$ cat config.mk
export PLATFORM = sky130hd
export DESIGN_NAME = conv3x3_stream_engine_flat
export DESIGN_NICKNAME = d
export VERILOG_FILES = /design/src/rtl/conv3x3_stream_engine_if.sv /design/src/rtl/conv3x3_stream_engine.sv /design/src/flat_wrapper.sv
export SDC_FILE = /design/constraint.sdc
export NUM_CORES = 1
export LEC_CHECK = 0
export ABC_AREA = 1
export CELL_PAD_IN_SITES_DETAIL_PLACEMENT = 0
export CELL_PAD_IN_SITES_GLOBAL_PLACEMENT = 1
export CORE_MARGIN = 5
export CORE_UTILIZATION = 49
export DETAILED_ROUTE_END_ITERATION = 8
export GPL_TIMING_DRIVEN = 0
export PLACE_DENSITY_LB_ADDON = 0.1
export RECOVER_POWER = 25
export SLEW_MARGIN = 10
export SYNTH_ARGS = -nofsm -noshare
export SYNTH_HDL_FRONTEND = slang
export SYNTH_SLANG_ARGS = --single-unit
$ cat constraint.sdc
create_clock -name clk -period 16.2 [get_ports clk]
set_input_delay 1.62 -clock clk [delete_from_list [all_inputs] [get_ports clk]]
set_output_delay 1.62 -clock clk [all_outputs]
set_load 0.02 [all_outputs]
$ cat src/rtl/conv3x3_stream_engine_if.sv
// Column-stream and result-stream handshake bundle for conv3x3_stream_engine.
// master = engine side, slave = line-buffer / downstream side.
interface conv3x3_stream_engine_if #(
    parameter int DATA_W = 8,
    parameter int ACC_W  = 20
);
    logic              col_valid;
    logic              col_ready;
    logic [DATA_W-1:0] col_l1;
    logic [DATA_W-1:0] col_l2;
    logic [DATA_W-1:0] col_l3;
    logic              out_valid;
    logic              out_ready;
    logic [ACC_W-1:0]  out_data;

    modport master (
        input  col_valid, col_l1, col_l2, col_l3, out_ready,
        output col_ready, out_valid, out_data
    );

    modport slave (
        output col_valid, col_l1, col_l2, col_l3, out_ready,
        input  col_ready, out_valid, out_data
    );
endinterface

$ cat src/rtl/conv3x3_stream_engine.sv
// 3x3 sliding-window convolution engine with runtime stride and kernel ROM load.
// Optional macro CONV_RELU_EN clamps negative results to zero in the output register.
module conv3x3_stream_engine #(
    parameter int DATA_W   = 8,
    parameter int KERNEL_W = 8,
    parameter int COLS_W   = 10,
    parameter int ACC_W    = DATA_W + KERNEL_W + 4
) (
    input  logic                       clk,
    input  logic                       rst,
    input  logic                       start,
    input  logic [1:0]                 stride,
    input  logic [COLS_W-1:0]          num_cols,
    output logic [3:0]                 kernel_addr,
    input  logic signed [KERNEL_W-1:0] kernel_in,
    conv3x3_stream_engine_if.master    bus,
    output logic                       busy,
    output logic                       done
);

    typedef enum logic [2:0] {
        S_IDLE, S_KLOAD, S_FILL, S_MAC, S_OUT, S_SHIFT, S_DRAIN, S_DONE
    } state_t;

    state_t                     state_q, state_d;
    logic [3:0]                 cnt_q, cnt_d;
    logic [1:0]                 stride_q, stride_d;
    logic [COLS_W-1:0]          ncols_q, ncols_d;
    logic [COLS_W:0]            consumed_q, consumed_d;
    logic [DATA_W-1:0]          win_q [3][3];
    logic [DATA_W-1:0]          win_d [3][3];
    logic signed [KERNEL_W-1:0] w_q [3][3];
    logic signed [KERNEL_W-1:0] w_d [3][3];
    logic signed [ACC_W-1:0]    acc_q, acc_d, acc_sum, res;
    logic signed [ACC_W-1:0]    out_data_q, out_data_d;
    logic [3:0]                 kaddr_q, kaddr_d;
    logic                       col_ready_q, col_ready_d;
    logic                       out_valid_q, out_valid_d;
    logic                       busy_q, busy_d, done_q, done_d;
    logic                       col_acc;
    logic [DATA_W-1:0]          col_in [3];
    logic signed [ACC_W-1:0]    px [3];
    logic signed [ACC_W-1:0]    wx [3];
    logic [COLS_W:0]            ncols_ext, consumed_inc, consumed_next_win;

    assign kernel_addr   = kaddr_q;
    assign bus.col_ready = col_ready_q;
    assign bus.out_valid = out_valid_q;
    assign bus.out_data  = out_data_q;
    assign busy          = busy_q;
    assign done          = done_q;

    assign col_acc           = col_ready_q & bus.col_valid;
    assign ncols_ext         = {1'b0, ncols_q};
    assign consumed_inc      = consumed_q + (COLS_W+1)'(1);
    assign consumed_next_win = consumed_q + (COLS_W+1)'(stride_q);

    // MAC always works on column 0; window and weights rotate so 3 cycles restore them.
    always_comb begin
        acc_sum = acc_q;
        for (int unsigned r = 0; r < 3; r++) begin
            px[r]   = ACC_W'({1'b0, win_q[r][0]});
            wx[r]   = ACC_W'(w_q[r][0]);
            acc_sum = acc_sum + px[r] * wx[r];
        end
`ifdef CONV_RELU_EN
        res = (acc_sum < 0) ? '0 : acc_sum;
`else
        res = acc_sum;
`endif
    end

    always_comb begin
        col_in[0] = bus.col_l1;
        col_in[1] = bus.col_l2;
        col_in[2] = bus.col_l3;
    end

    always_comb begin
        state_d    = state_q;
        cnt_d      = cnt_q;
        stride_d   = stride_q;
        ncols_d    = ncols_q;
        consumed_d = consumed_q;
        win_d      = win_q;
        w_d        = w_q;
        acc_d      = acc_q;
        out_data_d = out_data_q;
        out_valid_d = out_valid_q;
        kaddr_d    = kaddr_q;

        case (state_q)
            S_IDLE: if (start) begin
                stride_d   = (stride == 2'd0) ? 2'd1 : stride;
                ncols_d    = num_cols;
                consumed_d = '0;
                cnt_d      = '0;
                kaddr_d    = '0;
                state_d    = S_KLOAD;
            end
            S_KLOAD: begin
                // Weights arrive one cycle behind the address; shift them in row-major order.
                if (cnt_q != 4'd0) begin
                    for (int unsigned r = 0; r < 3; r++) begin
                        w_d[r][0] = w_q[r][1];
                        w_d[r][1] = w_q[r][2];
                    end
                    w_d[0][2] = w_q[1][0];
                    w_d[1][2] = w_q[2][0];
                    w_d[2][2] = kernel_in;
                end
                kaddr_d = (cnt_q < 4'd8) ? cnt_q + 4'd1 : '0;
                cnt_d   = cnt_q + 4'd1;
                if (cnt_q == 4'd9) begin
                    cnt_d = '0;
                    if (ncols_q >= COLS_W'(3))       state_d = S_FILL;
                    else if (ncols_q != '0)          state_d = S_DRAIN;
                    else                             state_d = S_DONE;
                end
            end
            S_FILL, S_SHIFT: if (col_acc) begin
                for (int unsigned r = 0; r < 3; r++) begin
                    win_d[r][0] = win_q[r][1];
                    win_d[r][1] = win_q[r][2];
                    win_d[r][2] = col_in[r];
                end
                consumed_d = consumed_inc;
                cnt_d      = cnt_q + 4'd1;
                if ((state_q == S_FILL && cnt_q == 4'd2) ||
                    (state_q == S_SHIFT && cnt_q + 4'd1 == {2'b00, stride_q})) begin
                    cnt_d   = '0;
                    acc_d   = '0;
                    state_d = S_MAC;
                end
            end
            S_MAC: begin
                acc_d = acc_sum;
                for (int unsigned r = 0; r < 3; r++) begin
                    win_d[r][0] = win_q[r][1];
                    win_d[r][1] = win_q[r][2];
                    win_d[r][2] = win_q[r][0];
                    w_d[r][0]   = w_q[r][1];
                    w_d[r][1]   = w_q[r][2];
                    w_d[r][2]   = w_q[r][0];
                end
                cnt_d = cnt_q + 4'd1;
                if (cnt_q == 4'd2) begin
                    cnt_d       = '0;
                    out_data_d  = res;
                    out_valid_d = 1'b1;
                    state_d     = S_OUT;
                end
            end
            S_OUT: if (bus.out_ready) begin
                out_valid_d = 1'b0;
                cnt_d       = '0;
                if (consumed_next_win <= ncols_ext) state_d = S_SHIFT;
                else if (consumed_q < ncols_ext)    state_d = S_DRAIN;
                else                                state_d = S_DONE;
            end
            S_DRAIN: if (col_acc) begin
                consumed_d = consumed_inc;
                if (consumed_inc == ncols_ext) state_d = S_DONE;
            end
            S_DONE:  state_d = S_IDLE;
            default: state_d = S_IDLE;
        endcase

        col_ready_d = (state_d == S_FILL) || (state_d == S_SHIFT) || (state_d == S_DRAIN);
        busy_d      = (state_d != S_IDLE);
        done_d      = (state_d == S_DONE);
    end

    always_ff @(posedge clk or posedge rst) begin
        if (rst) begin
            state_q     <= S_IDLE;
            cnt_q       <= '0;
            stride_q    <= 2'd1;
            ncols_q     <= '0;
            consumed_q  <= '0;
            win_q       <= '{default: '0};
            w_q         <= '{default: '0};
            acc_q       <= '0;
            out_data_q  <= '0;
            out_valid_q <= 1'b0;
            kaddr_q     <= '0;
            col_ready_q <= 1'b0;
            busy_q      <= 1'b0;
            done_q      <= 1'b0;
        end else begin
            state_q     <= state_d;
            cnt_q       <= cnt_d;
            stride_q    <= stride_d;
            ncols_q     <= ncols_d;
            consumed_q  <= consumed_d;
            win_q       <= win_d;
            w_q         <= w_d;
            acc_q       <= acc_d;
            out_data_q  <= out_data_d;
            out_valid_q <= out_valid_d;
            kaddr_q     <= kaddr_d;
            col_ready_q <= col_ready_d;
            busy_q      <= busy_d;
            done_q      <= done_d;
        end
    end

endmodule
$ cat src/flat_wrapper.sv
// flat-port wrapper written by rule: the top's interface ports become plain ports
module conv3x3_stream_engine_flat 
#(
    parameter int DATA_W   = 8,
    parameter int KERNEL_W = 8,
    parameter int COLS_W   = 10,
    parameter int ACC_W    = DATA_W + KERNEL_W + 4
)
  (clk, rst, start, stride, num_cols, kernel_addr, kernel_in, busy, done, bus_col_valid, bus_col_l1, bus_col_l2, bus_col_l3, bus_out_ready, bus_col_ready, bus_out_valid, bus_out_data);
  conv3x3_stream_engine_if #(.DATA_W(DATA_W), .ACC_W(ACC_W)) bus_i ();
  input  logic clk;
  input  logic rst;
  input  logic start;
  input  logic [1:0] stride;
  input  logic [COLS_W-1:0] num_cols;
  output logic [3:0] kernel_addr;
  input  logic signed [KERNEL_W-1:0] kernel_in;
  output logic busy;
  output logic done;
  input wire logic [$bits(bus_i.col_valid)-1:0] bus_col_valid;
  input wire logic [$bits(bus_i.col_l1)-1:0] bus_col_l1;
  input wire logic [$bits(bus_i.col_l2)-1:0] bus_col_l2;
  input wire logic [$bits(bus_i.col_l3)-1:0] bus_col_l3;
  input wire logic [$bits(bus_i.out_ready)-1:0] bus_out_ready;
  output wire logic [$bits(bus_i.col_ready)-1:0] bus_col_ready;
  output wire logic [$bits(bus_i.out_valid)-1:0] bus_out_valid;
  output wire logic [$bits(bus_i.out_data)-1:0] bus_out_data;
  assign bus_i.col_valid = bus_col_valid;
  assign bus_i.col_l1 = bus_col_l1;
  assign bus_i.col_l2 = bus_col_l2;
  assign bus_i.col_l3 = bus_col_l3;
  assign bus_i.out_ready = bus_out_ready;
  assign bus_col_ready = bus_i.col_ready;
  assign bus_out_valid = bus_i.out_valid;
  assign bus_out_data = bus_i.out_data;
  conv3x3_stream_engine #(.DATA_W(DATA_W), .KERNEL_W(KERNEL_W), .COLS_W(COLS_W), .ACC_W(ACC_W)) u_core (.clk(clk), .rst(rst), .start(start), .stride(stride), .num_cols(num_cols), .kernel_addr(kernel_addr), .kernel_in(kernel_in), .bus(bus_i), .busy(busy), .done(done));
endmodule
Word-level counts from Yosys, hierarchy flattened:

Index checks and enable logic that the tools add are counted.

* word-level logic and storage cells: 129
* input bits: 49
* memory bits (read-only): 0
* register bits: 222
* latch bits: 0
* output and inout bits: 28
* memories kept: 0
* bits in writable memories: 0

* shift operators: 0
* equal/unequal tests: 22
* bitwise gates (word level): 1
* reduce and logical (&&, ||, !) cells: 27
* multiply operators: 3
* $add $sub $neg: 6
* divide/modulo/power cells: 0
* order comparisons: 4
* mux-type cells: 36

Operators by type and width (number)
* 72-bit case mux with 2 select lines: 2
* 72-bit two-way mux: 2
* 20-bit adder: 3
* 9-bit by 8-bit multiplier with 17-bit output: 3
* 20-bit two-way mux: 2
* 20-bit case mux with 2 select lines: 1
* 3-bit two-way mux: 10
* 4-bit two-way mux: 7
* 11-bit two-way mux: 2
* 11-bit case mux with 2 select lines: 1
* 3-bit equality test (second input constant): 7
* 3-bit case mux with 7 select lines: 1
* 4-bit case mux with 5 select lines: 1
* 11-bit by 1-bit adder with 11-bit output (second input constant): 1
* 11-bit by 2-bit adder with 11-bit output: 1
* 11-bit by 10-bit equality test with 1-bit output: 1
* 11-bit by 10-bit <= comparator with 1-bit output: 1
* 11-bit by 10-bit less-than comparator with 1-bit output: 1
* 10-bit by 2-bit >= comparator with 1-bit output (second input constant): 1
* 2-bit by 1-bit != test with 1-bit output (second input constant): 5
* 2-bit AND reduction: 5
* 10-bit nonzero test: 1
* 2-bit nonzero test: 5
* 3-bit by 2-bit equality test with 1-bit output (second input constant): 3
* 23 further kinds: 32

Logic depth before layout (Yosys ltp):

* depth after elaboration: 10
* depth in mapped cells: 35
* depth with buffers taken out: 34

Least setup slack after synthesis:

No wires, ideal clock.

* path kind: reg-to-reg
* from: reg u_core.win_q (netlist bit u_core.px[20])
* to: reg u_core.out_data_q[18] (netlist: u_core.bus.out_data[18])
* arrival: 6438 ps
* clock period less this slack: 6557 ps
* slack: 9643 ps
* required time: 16081 ps
* library setup time: 119 ps
* cell stages (with the launch flop): 33
* path buffers: 1
* cells stage by stage: dfrtp_1 clkbuf_1 inv_1 nand2_1 fa_1 fa_1 inv_1 fa_1 inv_1 fa_1 inv_1 ha_1 inv_1 nor4_1 nor2_1 o21ai_0 nand2_1 a21oi_1 xnor2_1 inv_1 fa_1 inv_1 fa_1 inv_1 ha_1 nand2_1 nor3_1 and2_1 nand4_1 nand3_1 or2_2 nand3_1 nand2_1

* longest elaborated chain between the ends: 3

Ends and longest elaborated chain
* start: declaration: line conv3x3_stream_engine.sv:30 `logic [DATA_W-1:0] win_q [3][3];`
* start signal: assignment: line conv3x3_stream_engine.sv:196 `win_q <= win_d;`
* 9-bit by 8-bit multiplier with 17-bit output: line conv3x3_stream_engine.sv:64 `acc_sum = acc_sum + px[r] * wx[r];`
* 20-bit adder (2 in a row): line conv3x3_stream_engine.sv:64
* end signal: assignment: line conv3x3_stream_engine.sv:199 `out_data_q <= out_data_d;`
* end: declaration: line conv3x3_stream_engine.sv:35 `logic signed [ACC_W-1:0] out_data_q, out_data_d;`

Every way passes these cells.
A chain may end at the register's enable or synchronous reset.

==> impl_results.md <==
- Setup violators final: 0
- Share of layout cells above drive strength 1: 0.03313
- Synth Instances: approximately 2.4k
- RSZ-0062 raised after global routing: false
- Detailed-route wire length per cell: 16.45 um
- Count leader, synth: inv_1
- Number of global-route vias before repair: 15.40k
- Grt ovf: 0
- Final setup skew: 0.01368 ns
- Die width: slightly above 200 um
- Ys async rst share: 1.000
- Syn avg cell area: ~8 um^2
- R2R Path Start: u_core.w_q[47]$_DFFE_PP0P_
- Max_cap viols: 3
- Crit-path cells: dlygate4sd3_1, clkinvlp_2, clkbuf_1
- Yosys reg bits: between 200 and 250
- Io pins: 77
- DRC violations left: 0
- Core area: roughly 0.038 mm^2
- Global-route wire length before repair: between 80000 and 90000 um
- Commonest cells post-synth: inv_1 (538), nand2_1 (497), dfrtp_1 (221), ha_1 (177), o21ai_0 (166)
- Hold crit path type: reg -> reg
- Post-CTS Setup Bufs: 0
- Highest Clock Rate: 130.0 MHz
- Setup crit end: u_core.bus.out_data[4]$_DFFE_PP0P_
- FP Rows: 71
- Critical Path Source: rst
- Outcome: finished with violations
- Initial antenna violation count: 0
- Final wirelength: between 40000 and 50000 um
- Fin crit share: 0.4747
- Port bufs: 76
- Layout area overhead: 12.14%
- Vias: between 15k and 20k
- WHS: about 0.48 ns
- Req. time, crit path: around 16 ns
- Final Hold Fails: 0
- Initial core utilization: 0.4969
- Warnings from Yosys: 0
- CP Launch Type: primary input
- Chip height: between 200 and 250 um
- Post-synth EDFFs: 0
- Nets: 2830
- CTS tree: done
- Crit-path max FO: 98
- DP HPWL: between 30000 and 40000 um
- Starting DRT DRC Count: ~890
- Min Tclk post-route: a little under 8 ns
- # H-tree levels: 1
- Ranking of synthesized cells by area: dfrtp_1 (30%), fa_1 (16%), ha_1 (12%), inv_1 (11%), nand2_1 (10%)
- Worst path arrival time: approximately 7 ns
- CTS buffer count: 26
- Max-slew headroom: -2.693
- Primary FF master, synth: dfrtp_1
- Post-cts sizing count: 0
- Root buffer cell: clkbuf_16
- Buf+Inv Stages, Crit Path: 3
- Worst path depth: 3
- Worst Path Class, Setup: in -> async
- Failing checks: capacitance limit, slew limit
- Vias per cell: slightly above 5
- Synth area leader: dfrtp_1
- Crit-path max cell delay: a little under 4 ns
- Post-Syn Area: between 0.015 and 0.02 mm^2
- Longest Clk Path Bufs: 3
- CP endpoint kind: asynchronous set/reset pin
- Top cell family by delay on the critical path: buffers and inverters
- Sequential area share after synthesis: 0.2969
- Die area: 0.04221 mm^2
- N_diodes: 0
- Clock-pin slew on the worst setup and hold paths: around 0.060 ns
- R2R Path End: u_core.bus.out_data[18]$_DFFE_PP0P_
- Syn_nets: approximately 2.7k
- Top cell type's share of synthesized area: 0.2955
- R2R depth: 30
- Antenna-violating nets left: 0
- Fin Setup TNS: 0 ns
- CTS sink count: 222
- Worst slew pin tran: between 5 and 6 ns
- GRT Util Overall: 0.2387
- First-pass DRT Iterations: 6
- Placer Congestion: about 0.88
- Largest net degree at the start of global routing: 99
- Worst skew pair latency: around 0.56 ns
- Register-to-register setup slack: approximately 8.6 ns
- Library cells used by synthesis: 44
- Critical path's slowest cell: clkbuf_1
- Fin. max-slew vios: approximately 210
- Hold-fix buffers, CTS: 0
==> registers in the layout, indices dropped and copies added, names as in the netlist <==
register / cells
u_core.bus.col_ready: 1
u_core.ncols_q: 10
u_core.stride_q: 2
u_core.kernel_addr: 4
u_core.win_q: 48
u_core.consumed_q: 11
u_core.bus.out_data: 20
u_core.state_q: 3
u_core.acc_q: 20
u_core.busy: 1
u_core.cnt_q: 4
u_core.bus.out_valid: 1
u_core.done: 1
u_core.px: 24
u_core.w_q: 72
==> layout by cell type, fill, tap and decap left out, types with 3 or more instances in the layout <==
cell type	count
fa_1	148
inv_1	537
nand2_1	497
ha_1	177
nand3_1	72
nor3_1	10
nand3b_1	6
a21oi_1	121
xor2_1	38
buf_4	5
clkdlybuf4s50_1	75
inv_2	4
dfrtp_1	221
o211ai_1	49
buf_2	20
buf_1	5
o21bai_1	9
nor2_2	3
o21ai_0	166
o22ai_1	12
o21ai_1	3
clkbuf_8	8
or2_2	4
nor2_1	120
clkbuf_1	78
nand4_1	10
a21o_1	3
xnor2_1	17
clkbuf_16	26
clkinv_1	4
==> final cells by class <==
class	count	area, um^2
Clock buffer	44	798.3
Multi-Input combinational cell	1485	10690
Timing Repair Buffer	78	768.2
Fill cell	3671	16680
Tap cell	511	639.4
Clock inverter	3	76.32
Inverter	546	2051
Buffer	97	409.1
Sequential cell	222	5557
==> kinds of logic after synthesis <==
group / after synthesis / synth area share
compound gates: 374 / 0.1112
xor+xnor: 55 / 0.02574
fa+ha+maj: 325 / 0.2766
buf+inv: 643 / 0.1314
flops: 222 / 0.2969
simple gates: 731 / 0.1582
==> worst register-to-register path, delay by kind of cell, from the launching register on <==
family / cells / cell delay (ns)
flip-flops: 1 / 0.52
AND/OR/NAND/NOR: 13 / 1.79
adder cells (fa/ha/maj): 8 / 3.75
XOR/XNOR: 1 / 0.19
AO/OA/AOI/OAI: 2 / 0.51
buffers and inverters: 6 / 0.76
==> through the flow <==
| stage | std cells | cell area, um^2 | setup WS [ns] | utilization |
|---|---|---|---|---|
| global placement | 2937 | 20120 | 5.342 | 0.5341 |
| floorplan | 2350 | 18720 | 8.504 | - |
| global route | 2986 | 20990 | 7.139 | 0.5572 |
| CTS | 2986 | 21050 | 8.531 | 0.5590 |
| finish | 2986 | 20990 | 8.510 | 0.5572 |
| detailed placement | 2939 | 20180 | 8.546 | 0.5357 |
==> worst min path at each step <==
stage / startpoint / to / depth (start not counted)
2_1_floorplan: u_core.acc_q[14]$_DFFE_PP0P_ / u_core.acc_q[14]$_DFFE_PP0P_ / 2
3_3_place_gp: u_core.win_q[39]$_DFFE_PP0P_ / u_core.px[27]$_DFFE_PP0P_ / 2
3_5_place_dp: u_core.w_q[38]$_DFFE_PP0P_ / u_core.w_q[46]$_DFFE_PP0P_ / 2
4_1_cts: u_core.win_q[56]$_DFFE_PP0P_ / u_core.px[40]$_DFFE_PP0P_ / 2
5_1_grt: u_core.w_q[57]$_DFFE_PP0P_ / u_core.w_q[65]$_DFFE_PP0P_ / 2
6_report: u_core.w_q[57]$_DFFE_PP0P_ / u_core.w_q[65]$_DFFE_PP0P_ / 2
==> per-layer routing <==
layer / global-route usage / wire length [um]
met2: 0.3839 / 22350
met1: 0.3488 / 23630
met4: 0.05120 / 952
met3: 0.03058 / 2185
met5: 0 / 0
Power is not shown: default switching activity piles up to over one toggle a cycle in this logic, so the estimate is an artifact.
